<file path="src/rtl/decoder_n_scan.sv">
// One-hot SEL_W-to-2^SEL_W decoder with enable and a dwell-timed scan mode.
// All outputs registered; wrap pulses when the scan returns to position 0.
module decoder_n_scan #(
  parameter int SEL_W   = 2,
  parameter int DWELL_W = 8
) (
  input  logic                  clk,
  input  logic                  rst_n,
  input  logic                  en,
  input  logic                  mode,
  input  logic [SEL_W-1:0]      a,
  input  logic                  load,
  input  logic [DWELL_W-1:0]    dwell,
  output logic [(1<<SEL_W)-1:0] z,
  output logic                  en_out,
  output logic                  wrap
);

  localparam int N = 1 << SEL_W;

  logic [N-1:0]       z_d, z_q;
  logic               en_out_d, en_out_q;
  logic               wrap_d, wrap_q;
  logic [SEL_W-1:0]   idx_d, idx_q;
  logic [DWELL_W-1:0] cnt_d, cnt_q;
  logic [DWELL_W-1:0] dwell_d, dwell_q;
  logic               mode_d, mode_q;

  function automatic logic [N-1:0] onehot(
    input logic [SEL_W-1:0] i
  );
    onehot    = '0;
    onehot[i] = 1'b1;
  endfunction

  always_comb begin
    idx_d   = idx_q;
    cnt_d   = cnt_q;
    dwell_d = dwell_q;
    mode_d  = mode;
    z_d     = '0;
    wrap_d  = 1'b0;
    if (mode && !mode_q) begin
      idx_d = a;
      cnt_d = '0;
      z_d   = en ? onehot(a) : '0;
    end else if (mode) begin
      if (en) begin
        // a load takes the place of a step that falls due
        if (!load) begin
          if (cnt_q != dwell_q) begin
            cnt_d = cnt_q + 1'b1;
          end else begin
            cnt_d  = '0;
            idx_d  = idx_q + 1'b1;
            wrap_d = &idx_q;
          end
        end
        z_d = onehot(idx_d);
      end
    end else begin
      z_d = en ? onehot(a) : '0;
    end
    if (load) begin
      dwell_d = dwell;
      cnt_d   = '0;
    end
    en_out_d = |z_d;
  end

  always_ff @(posedge clk) begin
    if (!rst_n) begin
      z_q      <= '0;
      en_out_q <= 1'b0;
      wrap_q   <= 1'b0;
      idx_q    <= '0;
      cnt_q    <= '0;
      dwell_q  <= '0;
      mode_q   <= 1'b0;
    end else begin
      z_q      <= z_d;
      en_out_q <= en_out_d;
      wrap_q   <= wrap_d;
      idx_q    <= idx_d;
      cnt_q    <= cnt_d;
      dwell_q  <= dwell_d;
      mode_q   <= mode_d;
    end
  end

  assign z      = z_q;
  assign en_out = en_out_q;
  assign wrap   = wrap_q;

endmodule

</file>
<file path="config.mk">
export PLATFORM = sky130hd
export DESIGN_NAME = decoder_n_scan
export DESIGN_NICKNAME = d
export VERILOG_FILES = /design/src/rtl/decoder_n_scan.sv
export SDC_FILE = /design/constraint.sdc
export NUM_CORES = 1
export LEC_CHECK = 0
export CORE_UTILIZATION = 50
export CTS_BUF_LIST = sky130_fd_sc_hd__clkbuf_8
export DETAILED_ROUTE_END_ITERATION = 7
export GPL_ROUTABILITY_DRIVEN = 0
export MAX_ROUTING_LAYER = met4
export PLACE_DENSITY = 0.76
export SKIP_LAST_GASP = 1
export SLEW_MARGIN = 10
export SYNTH_ARGS = -nofsm -noshare
export SYNTH_HDL_FRONTEND = slang
export SYNTH_SLANG_ARGS = --single-unit
</file>
<file path="constraint.sdc">
create_clock -name clk -period 3.5 [get_ports clk]
set_input_delay 0.525 -clock clk [delete_from_list [all_inputs] [get_ports clk]]
set_output_delay 0.525 -clock clk [all_outputs]
set_load 0.01 [all_outputs]
</file>
==> results.md <==
- Setup violators final: 0
- Starting Density: 54.37%
- Place WS: 1.218 ns
- Drt first pass iters: 4
- Sequential cell area: 500.5 µm²
- H-tree Lvls: 1
- Period utilization: 57.98%
- Clock Path Buffers: 2
- Cts hold-fix bufs: 0
- Reg power frac: 54.6%
- #FFs+latches synth: 25
- Antenna diode count: 0
- R2R setup slack: 1.80 ns
- Syn. warnings: 0
- Worst path cell trace: clkdlybuf4s50_1, or4_1, nor3_1, o31a_1
- Mapped Nets: 154
- Vias in the first global route: 991
- Crit end category: flop
- VDD IR max: 448.9 µV
- Sequential area share after synthesis: 40.44%
- IO Count: 21
- Vias after detailed routing: 1095
- Clock-pin slew on the worst setup and hold paths: 0.08 ns
- Row cnt: 17
- DR iter-0 viols: 23
- Total Die Area: 2678 µm²
- Post-layout minimum cycle time: 2.029 ns
- Comb power frac: 16.0%
- Antenna violation net count after detailed routing: 0
- Die W: 51.75 µm
- Total congestion overflow: 0
- Critical-path top delay cell: clkdlybuf4s50_1
- Nets@finish: 174
- DPL Wire Length: 1.997 mm
- P_int: 0.4137 mW
- RSZ-0062 raised after global routing: no
- Max incr delay on CP: 0.78 ns
- Synth Flop Type: dfxtp_1
- WHS Path Cells: 2
- CP arrival: 2.25 ns
- R2R cell count: 4
- CTS buffer count: 3
- Syn Area/Cell: 9.032 µm²
- Leakage: 0.5346 nW
- Layout fillers: 179
- Hold Vio Cnt, Final: 0
- Reg2Reg Launch Point: cnt_q[2]
- Mapped Cells: 137
- Status: finished, final reports clean
- Clk root buf: clkbuf_8
- Largest net degree at the start of global routing: 16
- Multi-input gate area: 686.9 µm²
- Crit path kind: in -> reg
- Min-Delay Path Class: reg -> reg
- Clk pwr share: 29.5%
- Setup Buffers After CTS: 0
- Hold Crit Start: cnt_q[1]
- Slew @ Worst Pin: 0.7120 ns
- Final cell count without fillers: 184
- Syn Std Cell Area: 1237 µm²
- CP max FO: 15
- Sw Ratio: 25.57%
- WP data required: 3.72 ns
- Startpoint Class: input pin
- Peak Freq: 492.8 MHz
- Cts repair resizes: 0
- Die Ht: 51.75 µm
- CTS tree: done
- Post-synth EDFFs: 0
- Yosys cell types: 34
- PD cells: 374.9 nW/µm²
- Async SR Flop Fraction: 0%
- Setup WS post-layout: 1.471 ns
- Max cap viols: 0
- Synth-to-layout area growth: 19.82%
- Clk sink count: 25
- Reg2Reg Capture Point: cnt_q[4]
- Drt wl/cell: 14.41 µm
- Slew Limit Fails: 0
- Routed WL: 2.651 mm
- Worst-Skew Late Latency: 0.27 ns
- DRC viols: 0
- Min-Delay Endpoint: cnt_q[1]
- Routed vias/inst: 5.951
- Initial antenna violation count: 0
- Layout cells sized above 1: 3.846%
- CORE AREA: 2276 µm²
- Clock Skews: 0.005686 ns
- Sw power: 0.1421 mW
- Max transition margin: 52.38%
- Total track usage: 23.45%
- IO buf count: 20
- First-pass GRT wire length: 4.526 mm
- Placed insts: 180
- Setup TNS Final: 0 ns
[critical path, delay by kind of cell]
kind | cells | cell delay [ns]
buffers and inverters | 1 | 0.78
AO/OA/AOI/OAI | 1 | 0.14
AND/OR/NAND/NOR | 2 | 0.81
[cell families after synthesis]
group                    share of synthesized area, %
flip-flops                                      40.44
AND/OR/NAND/NOR                                 26.79
adder cells (fa/ha/maj)                         2.022
multiplexers                                    6.471
AO/OA/AOI/OAI                                   9.605
XOR/XNOR                                        10.62
buffers and inverters                           4.043
[state kept, by name (all words and copies together) (netlist names)]
| name | cells |
|---|---|
| idx_q | 2 |
| en_out | 1 |
| wrap | 1 |
| dwell_q | 8 |
| z | 4 |
| mode_q | 1 |
| cnt_q | 8 |
[layout make-up]
class,count,area share [%]
flip-flops and latches,25,33.76
multi-input cells,103,46.33
clock inverters,1,0.2532
repair buffers,20,13.50
well taps,28,2.363
clock buffers,3,2.785
inverters,4,1.013
[layer usage]
layer | share of wire (%) | routed length, µm | track usage (%)
met1 | 44 | 1177 | 29.14
met2 | 46 | 1223 | 37.01
met3 | 6.7 | 178 | 7.310
met4 | 2.7 | 72 | 5.856
met5 | 0 | 0 | -
[worst max-delay path by stage]
stage	cells past startpoint	start	slack [ns]	to
2_1_floorplan	5	idx_q[0]	2.05	z[3]
3_3_place_gp	4	load	1.27	z[3]
3_5_place_dp	4	load	1.22	z[3]
4_1_cts	4	load	1.49	z[3]
5_1_grt	4	load	1.36	z[3]
6_report	4	load	1.47	z[3]
[layout by cell type, fill, tap and decap left out, types with 2 or more instances in the layout]
cell type	instances
o311ai_0	3
ha_1	2
clkdlybuf4s50_1	20
nand4_1	12
a311o_1	2
mux2i_1	8
xor2_1	6
nor4_1	2
nand2_1	8
and2_1	4
nand3b_1	2
inv_1	5
and3_1	2
xnor2_1	9
nand3_1	2
nor3_1	6
clkbuf_8	3
a31oi_1	4
nor2_1	19
dfxtp_1	25
[Yosys cell counts (2+ instances only)]
library cell / instances / area [µm²]
xnor2_1: 9 / 78.83
nand3b_1: 2 / 15.01
nor4_1: 2 / 12.51
dfxtp_1: 25 / 500.5
buf_6: 2 / 22.52
o311ai_0: 3 / 26.28
a31oi_1: 4 / 25.02
nor3_1: 6 / 30.03
nand4_1: 12 / 75.07
mux2i_1: 8 / 80.08
ha_1: 2 / 25.02
nand2_1: 8 / 30.03
and3_1: 2 / 12.51
a311o_1: 2 / 20.02
xor2_1: 6 / 52.55
nand3_1: 2 / 10.01
and2_1: 4 / 25.02
nor2_1: 19 / 71.32
inv_1: 4 / 15.01
[power by group through the flow]
stage               sequential (mW)  clock (mW)  combinational [mW]
floorplan                     0.309           0              0.0586
global route                  0.305       0.179              0.0972
finish                        0.303       0.164              0.0887
CTS                           0.303       0.166              0.0877
detailed placement            0.310           0              0.0870
global placement              0.310           0              0.0847
[per-stage QoR]
step / total power, mW / hold slack, ns / cell area (µm²) / utilization, %
floorplan: 0.3674 / 0.4741 / 1237 / -
global placement: 0.3943 / 0.4910 / 1438 / 63.17
detailed placement: 0.3969 / 0.5025 / 1438 / 63.17
CTS: 0.5573 / 0.5135 / 1483 / 65.15
global route: 0.5809 / 0.5381 / 1483 / 65.15
finish: 0.5558 / 0.5171 / 1483 / 65.15
(Power assumes the default switching activity.)
